### config.mk
export PLATFORM = sky130hd
export DESIGN_NAME = attn_job_sequencer_flat
export DESIGN_NICKNAME = d
export VERILOG_FILES = /design/src/rtl/attn_job_sequencer_pkg.sv /design/src/rtl/attn_job_sequencer_if.sv /design/src/rtl/attn_job_sequencer_seq_fifo2.sv /design/src/rtl/attn_job_sequencer.sv /design/src/flat_wrapper.sv
export SDC_FILE = /design/constraint.sdc
export NUM_CORES = 1
export LEC_CHECK = 0
export ABC_AREA = 1
export ABC_CLOCK_PERIOD_IN_PS = 17800
export CAP_MARGIN = 30
export CORE_ASPECT_RATIO = 0.7
export CORE_MARGIN = 2
export CORE_UTILIZATION = 50
export DETAILED_ROUTE_END_ITERATION = 7
export PLACE_DENSITY_LB_ADDON = 0.12
export SLEW_MARGIN = 25
export SYNTH_ARGS = -nofsm -noshare
export SYNTH_HDL_FRONTEND = slang
export SYNTH_HIERARCHICAL = 1
export SYNTH_SLANG_ARGS = --single-unit
### constraint.sdc
create_clock -name clk -period 17.8 [get_ports clk]
set_clock_uncertainty 0.2 [all_clocks]
set_input_delay 5.34 -clock clk [delete_from_list [all_inputs] [get_ports clk]]
set_output_delay 5.34 -clock clk [all_outputs]
set_load 0.1 [all_outputs]
### src/rtl/attn_job_sequencer_pkg.sv
// Shared definitions for the attention job sequencer.
// Holds the default SRAM address/data widths (kept equal to the common SRAM
// address/data ranges) and the sequencer state encoding.
package attn_job_sequencer_pkg;

  localparam int SEQ_ADDR_W = 16;
  localparam int SEQ_DATA_W = 32;

  typedef enum logic [2:0] {
    S_IDLE      = 3'd0,
    S_LAUNCH    = 3'd1,
    S_WAIT_ACK  = 3'd2,
    S_WAIT_DONE = 3'd3,
    S_DRAIN     = 3'd4,
    S_FINISH    = 3'd5
  } seq_state_t;

endpackage

### src/rtl/attn_job_sequencer_if.sv
// Bus bundle between the sequencer and its surroundings.
//   dut_valid/dut_ready              : job launch handshake with the accelerator
//   result_read_address/_data        : result SRAM read port (data 1 cycle late)
//   rd_data/rd_valid/rd_last/rd_ready: streamed result words to the consumer
// master = sequencer side, slave = accelerator/SRAM/consumer side.
interface attn_job_sequencer_if
  import attn_job_sequencer_pkg::*;
#(
  parameter int ADDR_W = SEQ_ADDR_W,
  parameter int DATA_W = SEQ_DATA_W
) ();

  logic              dut_valid;
  logic              dut_ready;
  logic [ADDR_W-1:0] result_read_address;
  logic [DATA_W-1:0] result_read_data;
  logic [DATA_W-1:0] rd_data;
  logic              rd_valid;
  logic              rd_last;
  logic              rd_ready;

  modport master (
    output dut_valid, result_read_address, rd_data, rd_valid, rd_last,
    input  dut_ready, result_read_data, rd_ready
  );

  modport slave (
    input  dut_valid, result_read_address, rd_data, rd_valid, rd_last,
    output dut_ready, result_read_data, rd_ready
  );

endinterface

### src/rtl/attn_job_sequencer_seq_fifo2.sv
// seq_fifo2: two-entry FIFO holding {last, data} result words.
// Ports: clk, reset_n (async active-low), clr (sync flush), push/din,
//        pop/dout (head word, stable until popped), count, empty.
// Callers never push when full or pop when empty.
module seq_fifo2 #(
  parameter int W = 33
) (
  input  logic         clk,
  input  logic         reset_n,
  input  logic         clr,
  input  logic         push,
  input  logic [W-1:0] din,
  input  logic         pop,
  output logic [W-1:0] dout,
  output logic [1:0]   count,
  output logic         empty
);

  logic [W-1:0] mem [2];
  logic         wptr;
  logic         rptr;

  always_ff @(posedge clk or negedge reset_n) begin
    if (!reset_n) begin
      mem[0] <= '0;
      mem[1] <= '0;
      wptr   <= 1'b0;
      rptr   <= 1'b0;
      count  <= 2'd0;
    end else if (clr) begin
      wptr  <= 1'b0;
      rptr  <= 1'b0;
      count <= 2'd0;
    end else begin
      if (push) begin
        mem[wptr] <= din;
        wptr      <= ~wptr;
      end
      if (pop) rptr <= ~rptr;
      count <= count + {1'b0, push} - {1'b0, pop};
    end
  end

  assign dout  = mem[rptr];
  assign empty = (count == 2'd0);

endmodule

### src/rtl/attn_job_sequencer.sv
// attn_job_sequencer: launches one job on the attention accelerator, waits
// for it to finish, then reads result words RESULT_BASE..RESULT_BASE+N-1
// (N = rows * b_cols) and streams them out with valid/ready.
// Ports: clk, reset_n, start, cfg_rows, cfg_b_cols, busy, done, err_timeout,
//        bus (master modport: accelerator handshake, SRAM read, stream out).
//
// state       | meaning
// ------------+---------------------------------------------------------
// S_IDLE      | waiting for start
// S_LAUNCH    | range check, then pulse dut_valid once dut_ready is high
// S_WAIT_ACK  | waiting for the accelerator to drop dut_ready
// S_WAIT_DONE | waiting for dut_ready to return (job complete)
// S_DRAIN     | reading result SRAM and streaming words out
// S_FINISH    | one-cycle done pulse
module attn_job_sequencer
  import attn_job_sequencer_pkg::*;
#(
  parameter int ADDR_W         = SEQ_ADDR_W,
  parameter int DATA_W         = SEQ_DATA_W,
  parameter int TIMEOUT_CYCLES = 65535,
  parameter int RESULT_BASE    = 0
) (
  input  logic                 clk,
  input  logic                 reset_n,
  input  logic                 start,
  input  logic [15:0]          cfg_rows,
  input  logic [15:0]          cfg_b_cols,
  output logic                 busy,
  output logic                 done,
  output logic                 err_timeout,
  attn_job_sequencer_if.master bus
);

  seq_state_t state, state_nx;

  logic [15:0]   rows_q, cols_q;
  logic [31:0]   n_words, idx, tmr;
  logic [32:0]   addr_lim;
  logic          range_err, tmr_tc;
  logic          accept, set_err, issue, launch;
  logic          inflight, inflight_last;
  logic          pop, fifo_empty;
  logic [1:0]    fifo_cnt, slots;
  logic [DATA_W:0] fifo_dout;

  assign n_words   = 32'(rows_q) * 32'(cols_q);
  assign addr_lim  = (33'd1 << ADDR_W) - 33'(RESULT_BASE);
  assign range_err = ({1'b0, n_words} > addr_lim);
  assign tmr_tc    = (tmr == 32'd0);

  // A word popped this cycle frees its slot in time for a read issued now,
  // which is what lets the drain sustain one word per cycle.
  assign pop   = !fifo_empty && bus.rd_ready;
  assign slots = fifo_cnt + {1'b0, inflight} - {1'b0, pop};

  always_comb begin
    state_nx = state;
    accept   = 1'b0;
    set_err  = 1'b0;
    issue    = 1'b0;
    launch   = 1'b0;
    case (state)
      S_IDLE: begin
        if (start) begin
          accept   = 1'b1;
          state_nx = S_LAUNCH;
        end
      end
      S_LAUNCH: begin
        if (range_err) begin
          set_err  = 1'b1;
          state_nx = S_IDLE;
        end else if (bus.dut_ready) begin
          launch   = 1'b1;
          state_nx = S_WAIT_ACK;
        end else if (tmr_tc) begin
          set_err  = 1'b1;
          state_nx = S_IDLE;
        end
      end
      S_WAIT_ACK: begin
        if (!bus.dut_ready) begin
          state_nx = S_WAIT_DONE;
        end else if (tmr_tc) begin
          set_err  = 1'b1;
          state_nx = S_IDLE;
        end
      end
      S_WAIT_DONE: begin
        if (bus.dut_ready) begin
          state_nx = (n_words == 32'd0) ? S_FINISH : S_DRAIN;
        end else if (tmr_tc) begin
          set_err  = 1'b1;
          state_nx = S_IDLE;
        end
      end
      S_DRAIN: begin
        issue = (idx < n_words) && (slots < 2'd2);
        if (pop && fifo_dout[DATA_W]) state_nx = S_FINISH;
      end
      S_FINISH: state_nx = S_IDLE;
      default:  state_nx = S_IDLE;
    endcase
  end

  always_ff @(posedge clk or negedge reset_n) begin
    if (!reset_n) begin
      state         <= S_IDLE;
      rows_q        <= 16'd0;
      cols_q        <= 16'd0;
      idx           <= 32'd0;
      tmr           <= 32'd0;
      inflight      <= 1'b0;
      inflight_last <= 1'b0;
      err_timeout   <= 1'b0;
    end else begin
      state <= state_nx;
      // Timeout down-counter reloads on every state change; terminal count
      // on the TIMEOUT_CYCLES-th cycle spent in the same state.
      if (state_nx != state) tmr <= 32'(TIMEOUT_CYCLES - 1);
      else if (!tmr_tc)      tmr <= tmr - 32'd1;
      if (accept) begin
        rows_q      <= cfg_rows;
        cols_q      <= cfg_b_cols;
        idx         <= 32'd0;
        err_timeout <= 1'b0;
      end
      if (set_err) err_timeout <= 1'b1;
      if (issue)   idx <= idx + 32'd1;
      inflight      <= issue;
      inflight_last <= issue && (idx == n_words - 32'd1);
    end
  end

  seq_fifo2 #(.W(DATA_W + 1)) u_fifo (
    .clk     (clk),
    .reset_n (reset_n),
    .clr     (accept),
    .push    (inflight),
    .din     ({inflight_last, bus.result_read_data}),
    .pop     (pop),
    .dout    (fifo_dout),
    .count   (fifo_cnt),
    .empty   (fifo_empty)
  );

  assign bus.dut_valid           = launch;
  assign bus.result_read_address = ADDR_W'(RESULT_BASE) + idx[ADDR_W-1:0];
  assign bus.rd_valid            = !fifo_empty;
  assign bus.rd_data             = fifo_dout[DATA_W-1:0];
  assign bus.rd_last             = fifo_dout[DATA_W] && !fifo_empty;
  assign busy                    = (state != S_IDLE) && (state != S_FINISH);
  assign done                    = (state == S_FINISH);

endmodule

### src/flat_wrapper.sv
// flat-port wrapper written by rule: the top's interface ports become plain ports
module attn_job_sequencer_flat import attn_job_sequencer_pkg::*;
#(
  parameter int ADDR_W         = SEQ_ADDR_W,
  parameter int DATA_W         = SEQ_DATA_W,
  parameter int TIMEOUT_CYCLES = 65535,
  parameter int RESULT_BASE    = 0
)
  (clk, reset_n, start, cfg_rows, cfg_b_cols, busy, done, err_timeout, bus_dut_valid, bus_result_read_address, bus_rd_data, bus_rd_valid, bus_rd_last, bus_dut_ready, bus_result_read_data, bus_rd_ready);
  attn_job_sequencer_if #(.ADDR_W(ADDR_W), .DATA_W(DATA_W)) bus_i ();
  input  logic clk;
  input  logic reset_n;
  input  logic start;
  input  logic [15:0] cfg_rows;
  input  logic [15:0] cfg_b_cols;
  output logic busy;
  output logic done;
  output logic err_timeout;
  output wire logic [$bits(bus_i.dut_valid)-1:0] bus_dut_valid;
  output wire logic [$bits(bus_i.result_read_address)-1:0] bus_result_read_address;
  output wire logic [$bits(bus_i.rd_data)-1:0] bus_rd_data;
  output wire logic [$bits(bus_i.rd_valid)-1:0] bus_rd_valid;
  output wire logic [$bits(bus_i.rd_last)-1:0] bus_rd_last;
  input wire logic [$bits(bus_i.dut_ready)-1:0] bus_dut_ready;
  input wire logic [$bits(bus_i.result_read_data)-1:0] bus_result_read_data;
  input wire logic [$bits(bus_i.rd_ready)-1:0] bus_rd_ready;
  assign bus_dut_valid = bus_i.dut_valid;
  assign bus_result_read_address = bus_i.result_read_address;
  assign bus_rd_data = bus_i.rd_data;
  assign bus_rd_valid = bus_i.rd_valid;
  assign bus_rd_last = bus_i.rd_last;
  assign bus_i.dut_ready = bus_dut_ready;
  assign bus_i.result_read_data = bus_result_read_data;
  assign bus_i.rd_ready = bus_rd_ready;
  attn_job_sequencer #(.ADDR_W(ADDR_W), .DATA_W(DATA_W), .TIMEOUT_CYCLES(TIMEOUT_CYCLES), .RESULT_BASE(RESULT_BASE)) u_core (.clk(clk), .reset_n(reset_n), .start(start), .cfg_rows(cfg_rows), .cfg_b_cols(cfg_b_cols), .busy(busy), .done(done), .err_timeout(err_timeout), .bus(bus_i));
endmodule
Word-level counts from Yosys, hierarchy flattened:

Cells that the tools add are included.

* register bits: 172
* input port bits: 69
* output and inout bits: 54
* word-level logic and storage cells: 94

* add/sub/neg operators: 5
* multipliers: 1
* $lt $le $gt $ge: 6
* eq/ne operators: 9
* multiplexer cells: 37
* bitwise operators: 5
* reductions and logical operators: 18

Operators by type and width (number)
* two-way mux 33 bit: 4
* two-way mux 32 bit: 4
* bitwise mux 66 bit: 1
* zero test 32 bit: 2
* subtractor 32 x 1 -> 32 bit, second input constant: 2
* demux 33 bit (select 1 bit): 1
* adder 32 x 1 -> 32 bit, second input constant: 1
* == test 32 bit: 1
* > comparator 32 x 17 -> 1 bit, second input constant: 1
* < comparator 32 bit: 1
* multiplier 16 x 16 -> 32 bit: 1
* two-way mux 3 bit: 7
* two-way mux 1 bit: 17
* case mux 3 bit (5 select lines): 1
* nonzero test 2 bit: 4
* logical AND 1 bit: 7
* == test 3 x 2 -> 1 bit, second input constant: 2
* == test 3 bit, second input constant: 2
* >= comparator 2 bit, second input constant: 2
* inverter 1 -> 2 bit: 2
* == test 3 x 1 -> 1 bit, second input constant: 1
* zero test 3 bit: 1
* != test 3 bit: 1
* != test 3 bit, second input constant: 1
* 12 further kinds: 14

Depth between registers and ports, before layout:

Gate-level depths: netlist of the first run.

* depth after elaboration: 9
* gate-level depth with buffers: 42
* depth with buffers taken out: 40

Cells and area by module:

Netlist of the first run, hierarchy kept.

Modules (own cells, without submodules)
* attn_job_sequencer: instances 1, cells an instance 2453, area each 17010.1 µm², sequential area each 2552.4 µm²
* seq_fifo2: instances 1, cells an instance 309, area each 3190.6 µm², sequential area each 1751.7 µm²

Least setup slack after synthesis of the first run:

No wires, ideal clock.

* path kind: reg-to-output
* start: register u_core.cols_q[1]
* end: output bus_dut_valid
* arrival: 6.339 ns
* data required time: 12.260 ns
* setup slack: 5.921 ns
* stages on the path, launching flop included: 29
* path buffers: 2
* cell sequence: dfrtp_1 > clkbuf_1 > clkbuf_1 > nand2_1 > fa_1 > fa_1 > fa_1 > fa_1 > inv_1 > fa_1 > inv_1 > fa_1 > inv_1 > ha_1 > nand2_1 > inv_2 > nand2_1 > nand2_1 > inv_2 > nand3_2 > nand2_1 > nand3b_1 > nand2_2 > nand2_1 > nor2_4 > nand3_2 > nor2_2 > nand3_1 > inv_1

* longest elaborated chain between the ends: 4

Ends and longest elaborated chain
* start: declaration: RTL line attn_job_sequencer.sv:36 `logic [15:0] rows_q, cols_q;`
* start signal: assignment: RTL line attn_job_sequencer.sv:124 `cols_q <= cfg_b_cols;`
* multiplier 16 x 16 -> 32 bit: RTL line attn_job_sequencer.sv:46 `assign n_words = 32'(rows_q) * 32'(cols_q);`
* > comparator 32 x 17 -> 1 bit: RTL line attn_job_sequencer.sv:48 `assign range_err = ({1'b0, n_words} > addr_lim);`
* two-way mux 1 bit: RTL line attn_job_sequencer.sv:70 `if (range_err) begin`
* two-way mux 1 bit: RTL line attn_job_sequencer.sv:62 `case (state)`
* end: declaration: RTL line flat_wrapper.sv:19 `output wire logic [$bits(bus_i.dut_valid)-1:0] bus_dut_valid;`

Every way passes these cells.

Worst setup path after layout of the first run:

* start: register u_core.rows_q[12]
* end: output bus_dut_valid

* longest elaborated chain between the ends: 4

Ends and longest elaborated chain
* start: declaration: RTL line attn_job_sequencer.sv:36
* start signal: assignment: RTL line attn_job_sequencer.sv:123 `rows_q <= cfg_rows;`
* multiplier 16 x 16 -> 32 bit: RTL line attn_job_sequencer.sv:46
* > comparator 32 x 17 -> 1 bit: RTL line attn_job_sequencer.sv:48
* two-way mux 1 bit: RTL line attn_job_sequencer.sv:70
* two-way mux 1 bit: RTL line attn_job_sequencer.sv:62

Every way passes these cells.

==> results of run 1 <==
-- cell type report --
type	count	area share, %
inverters	607	10.3
clock inverters	14	0.722
flip-flops and latches	172	19.4
well taps	535	3.02
repair buffers	132	5.99
multi-input cells	1868	58.7
clock buffers	18	1.93
-- logic make-up after synthesis --
group | count (synthesis)
multiplexers | 33
AND/OR/NAND/NOR | 1257
buffers and inverters | 722
XOR/XNOR | 65
flip-flops | 172
AO/OA/AOI/OAI | 176
adder cells (fa/ha/maj) | 337
-- worst max-delay path by stage --
stage                     depth (start not counted)               from  slack, ns             to
final                                            26  u_core/rows_q[12]       4.17  bus_dut_valid
after global placement                           27  u_core/rows_q[10]       4.73  bus_dut_valid
after CTS                                        27  u_core/rows_q[10]       4.12  bus_dut_valid
after floorplan                                  28   u_core/cols_q[1]       5.92  bus_dut_valid
after detailed placement                         27  u_core/rows_q[10]       4.71  bus_dut_valid
after global routing                             29   u_core/cols_q[7]       3.62  bus_dut_valid
-- metal layers --
layer,wire [um],track usage [%],part of all wire (%)
met1,25800,38.6,51
met2,20600,37.9,41
met3,3090,4.21,6.2
met4,669,5.65,1.3
met5,0,0,0
-- per-stage QoR --
step                      setup WS [ns]  util [%]  cell area, um2  hold slack [ns]  instances
after global placement             4.73      54.2           21600            0.257       3312
after global routing               3.62      55.8           22200            0.305       3346
after floorplan                    5.92         -           20200            0.248       2762
after detailed placement           4.71      54.2           21600            0.265       3313
final                              4.17      55.8           22200            0.279       3346
after CTS                          4.12      55.7           22200            0.286       3345
-- registers in the layout, summed over array words and instances, names as in the netlist --
register,flops
u_core/idx,32
u_core/u_fifo/rptr,1
u_core/inflight_last,1
u_core/rows_q,16
u_core/cols_q,16
u_core/err_timeout,1
u_core/u_fifo/count,2
u_core/u_fifo/mem,66
u_core/state,3
u_core/inflight,1
u_core/u_fifo/wptr,1
u_core/tmr,32
-- synth_stat cells (all sizes together) (2+ instances only) --
cell type and instances:
nor4 15, o21bai 2, o22ai 21, nand3b 12, a21o 3, dfrtp 172, nand2 836, or2 5
xor2 49, clkbuf 79, fa 194, buf 36, a21oi 42, nor2 193, o32ai 8, o21ai 87
nor3 24, a211oi 2, nand4 37, inv 607, ha 143, o211ai 9, nand3 133, xnor2 16
mux2 33
-- tightest hold or removal path, cell delays in order (launching register included) --
cell     delay [ns]
dfrtp_1        0.34
nand2_1        0.06
o21ai_2        0.05
==> out/qor.csv, run 1 <==
metric,value,unit
cts_sinks,172,
drc,0,
status,"finished, final reports clean",
hpwlAfterDp,39500,um
yosys.area.top_type_share,21.3,%
max_stage_delay,1.13,ns
antenna_left,0,
gp_congestion,0.926,
r2r-end,u_core/idx[20],
die_y,172,um
async_reset_ff_share,100,%
period_needed,13.63,ns
n_antenna_cell,0,
htreeDepth,4,
ys_warn_count,6,
io_pins,123,
grt_max_degree,97,
io_buffers,122,
synthesis.area,20200,um2
nets,3204,
worstMarginPinSlew,1.01,ns
synth-edff-count,0,
grt_pass1_wl,85800,um
worstSetupPathType,register to primary output,
relSlewSlack,32.4,%
grt_use_total,25.4,%
synth_fa_ha_area_share,28.1,%
layout-drive-gt1-share,5.87,%
synth-simple-area-share,26.5,%
initial_core_util,50.8,%
yosys_register_bits,172,
ys.flop_type,dfrtp_1,
yosysSeqAreaShare,21.3,%
wirelength,50200,um
synth-compound-area-share,5.22,%
synthDistinctLibCells,47,
ff2ff_path_depth,31,
synth-xor-area-share,2.82,%
arrival,8.09,ns
holdPathStages,2,
synthCells,2762,
regArea,4300,um2
path_buf_inv,6,
cts_buffers,17,
multi_input_area,13000,um2
vias,16900,
globalRouteOverflowTotal,0,
syn_avg_cell_area,7.31,um2
crit_family,adder cells,
synth_top_family_by_area,adder cells,
rows,61,
grt_pass1_vias,17000,
rrSetupSlack,9.45,ns
synth.area.top_cells,"dfrtp_1 (21%), fa_1 (19%), nand2_1 (15%)",
worstHoldStart,u_core/u_fifo/mem[53],
crit_path_frequent_cell,fa_1,
syn_to_final_growth,9.84,%
hold_viol_final,0,
post_cts_buffers,0,
cp-end-kind,primary output,
holdPathEnd,u_core/u_fifo/mem[53],
max_freq,73.4,MHz
cts_buffer_depth,2,
rsz0062_at_grt,false,
synth_nets,3168,
path_max_fanout,17,
r2r-start,u_core/rows_q[12],
clock_latency,0.47,ns
holdBufCountCts,0,
most-common-layout-cells,"nand2_1 (808), inv_1 (591), fa_1 (194)",
wl_per_cell,15.0,um
max_cap_viol_count,0,
fillers,3799,
cts_root_buf,clkbuf_16,
synth_top_area_cell,dfrtp_1,
synth.area.mux_share,1.84,%
cp-start-kind,register,
cts_tree,done,
cts_resized,0,
die_w,244,um
antenna_found_initial,0,
dr.pass1.iters,7,
setup_viol,0,
maxSlewViolCount,0,
coreArea,39800,um2
die-area,42100,um2
timing.final.crit_share,76.5,%
vias_per_cell,5.05,
drt_iter0_markers,1229,
required,12.26,ns
clkSlewWorstSetupHoldPaths,0.07,ns
cp_slowest_cell,clkdlybuf4s50_1,
hold_path_class,register to register,
layout_commonest_cell,nand2_1,
fin_setup_tns,0,ns
Power of run 1 is not shown: default switching activity piles up to over one toggle a cycle in this logic, so the estimate is an artifact.
==> inputs of run 2 (changes only) <==
--- a/config.mk
+++ b/config.mk
@@ -6,7 +6,7 @@
 export NUM_CORES = 1
 export LEC_CHECK = 0
 export ABC_AREA = 1
-export ABC_CLOCK_PERIOD_IN_PS = 17800
+export ABC_CLOCK_PERIOD_IN_PS = 14300
 export CAP_MARGIN = 30
 export CORE_ASPECT_RATIO = 0.7
 export CORE_MARGIN = 2
==> constraint.sdc (replaced) <==
create_clock -name clk -period 14.3 [get_ports clk]
set_clock_uncertainty 0.2 [all_clocks]
set_input_delay 4.29 -clock clk [delete_from_list [all_inputs] [get_ports clk]]
set_output_delay 4.29 -clock clk [all_outputs]
set_load 0.1 [all_outputs]
==> run 2 against run 1 <==
Against the previous run: via count is 1.5% higher; highest routed layer unchanged; wire length grew 2.7%; register-to-register slack got worse by 3.6 ns; critical path type unchanged; utilization hardly changed.
==> out/qor.csv, run 2 (same netlist as run 1, synthesis figures left out) <==
metric,value,unit,change
required,9.81,ns,was 12.26 ns
hpwlAfterDp,40700,um,was 39500 um
clkSlewWorstSetupHoldPaths,0.07,ns,about the same
crit_path_frequent_cell,inv_1,,was fa_1
crit_family,adder cells,,unchanged
cts_resized,0,,unchanged
cts_buffer_depth,2,,unchanged
arrival,8.35,ns,was 8.09 ns
initial_core_util,50.8,%,unchanged
worstMarginPinSlew,0.998,ns,was 1.01 ns
final_core_util,55.8,%,about the same
drc,0,,unchanged
nets,3202,,was 3204
hold_path_class,register to register,,unchanged
use_met1,38.2,%,was 38.6%
cts_buffers,17,,unchanged
drt_iter0_markers,1195,,was 1229
cts_root_buf,clkbuf_16,,unchanged
layout-drive-gt1-share,5.80,%,was 5.87%
antenna_found_initial,0,,unchanged
io_buffers,122,,unchanged
post_cts_buffers,0,,unchanged
timing.final.crit_share,89.8,%,
grt_pass1_vias,17100,,was 17000
busiest_layer,met2,,was met1
die-area,42100,um2,unchanged
globalRouteOverflowTotal,0,,unchanged
period_needed,12.84,ns,
rows,61,,unchanged
clock_latency,0.47,ns,about the same
holdBufCountCts,0,,unchanged
cts_tree,done,,unchanged
maxSlewViolCount,0,,unchanged
worstSetupPathType,register to primary output,,unchanged
die_w,244,um,unchanged
gr-usage-met3,4.87,%,was 4.21%
relSlewSlack,33.2,%,was 32.4%
antenna_left,0,,unchanged
max_stage_delay,1.15,ns,was 1.13 ns
layout_commonest_cell,nand2_1,,unchanged
grt_use_total,25.8,%,was 25.4%
cts_sinks,172,,unchanged
largest_reg_flops,66,,unchanged
grtUsageMet2,38.8,%,was 37.9%
die_y,172,um,unchanged
wirelength,51500,um,was 50200 um
fin_setup_tns,0,ns,unchanged
reg.largest.list,"u_core/u_fifo/mem: 66 flops, u_core/idx: 32 flops, u_core/tmr: 32 flops",,unchanged
cp-end-kind,primary output,,unchanged
max_cap_viol_count,0,,unchanged
setup_viol,0,,unchanged
cp-start-kind,register,,unchanged
n_antenna_cell,0,,unchanged
gp_congestion,0.918,,was 0.926
io_pins,123,,unchanged
syn_to_final_growth,9.84,%,about the same
coreArea,39800,um2,unchanged
most-common-layout-cells,"nand2_1 (808), inv_1 (591), fa_1 (194)",,unchanged
grt_max_degree,75,,was 97
path_max_fanout,17,,unchanged
cp_slowest_cell,clkdlybuf4s50_1,,unchanged
hold_viol_final,0,,unchanged
dr.pass1.iters,6,,was 7
vias_per_cell,5.13,,was 5.05
rsz0062_at_grt,false,,unchanged
htreeDepth,4,,unchanged
wl_per_cell,15.4,um,was 15.0 um
max_freq,77.9,MHz,
grt_pass1_wl,86200,um,was 85800 um
path_buf_inv,8,,was 6
largest_register,u_core/u_fifo/mem,,unchanged
status,"finished, final reports clean",,unchanged
hold_slack,0.285,ns,was 0.279 ns
vias,17200,,was 16900
-- run 2: cell count changes in the layout (fill, tap and decap cells not counted), sizes merged --
cell	delta
clkinv	-2
clkbuf	+2
bufinv	+1
inv	-3
clkinvlp	+1
buf	-2
-- run 2: cell type report --
| class | instances | area, um2 |
|---|---|---|
| Sequential cell | 172 | 4300 |
| Inverter | 607 | 2280 |
| Multi-Input combinational cell | 1868 | 13000 |
| Clock buffer | 20 | 467 |
| Tap cell | 535 | 669 |
| Clock inverter | 11 | 156 |
| Fill cell | 3761 | 17600 |
| Timing Repair Buffer | 130 | 1290 |
-- run 2: tightest hold or removal path, cell delays in order (launching register included) --
cell	delay (ns)
dfrtp_1	0.35
nand2_1	0.06
o21ai_2	0.04
-- run 2: per-layer routing --
layer / share of wire [%] / vias to the layer above
met3: 6.8 / 57
met5: 0 / -
met4: 1.5 / 0
met1: 50 / 8214
li1: - / 8380
met2: 42 / 499
-- run 2: through the flow --
step	instances	setup WS (ns)	instance area [um2]
2_1_floorplan	2762	3.47	20200
3_3_place_gp	3311	2.10	21500
3_5_place_dp	3312	2.11	21600
4_1_cts	3343	1.51	22200
5_1_grt	3343	1.00	22200
6_report	3343	1.46	22200
-- run 2: worst paths after layout --
| check | slack, ns | start | depth (start not counted) | endpoint |
|---|---|---|---|---|
| worst max-delay path | 1.46 | u_core/rows_q[6] | 29 | bus_dut_valid |
| worst min-delay path | 0.29 | u_core/u_fifo/mem[27] | 2 | u_core/u_fifo/mem[27] |
| worst max register to register | 5.83 | u_core/rows_q[6] | 32 | u_core/idx[18] |
| worst min register to register | 0.29 | u_core/u_fifo/mem[27] | 2 | u_core/u_fifo/mem[27] |
| max in group asynchronous | 9.18 | reset_n | 2 | u_core/idx[16] |
| min in group asynchronous | 3.52 | reset_n | 1 | u_core/rows_q[6] |
Power of run 2 is left out for the same reason.
==> inputs of run 3 (changes only) <==
--- a/config.mk
+++ b/config.mk
@@ -11,6 +11,7 @@
 export CORE_ASPECT_RATIO = 0.7
 export CORE_MARGIN = 2
 export CORE_UTILIZATION = 50
+export CTS_CLUSTER_DIAMETER = 80
 export DETAILED_ROUTE_END_ITERATION = 7
 export PLACE_DENSITY_LB_ADDON = 0.12
 export SLEW_MARGIN = 25
==> results of run 3 <==
Final layout, timing and power as in run 2 (identical DEF).
Power of run 3 is left out for the same reason.
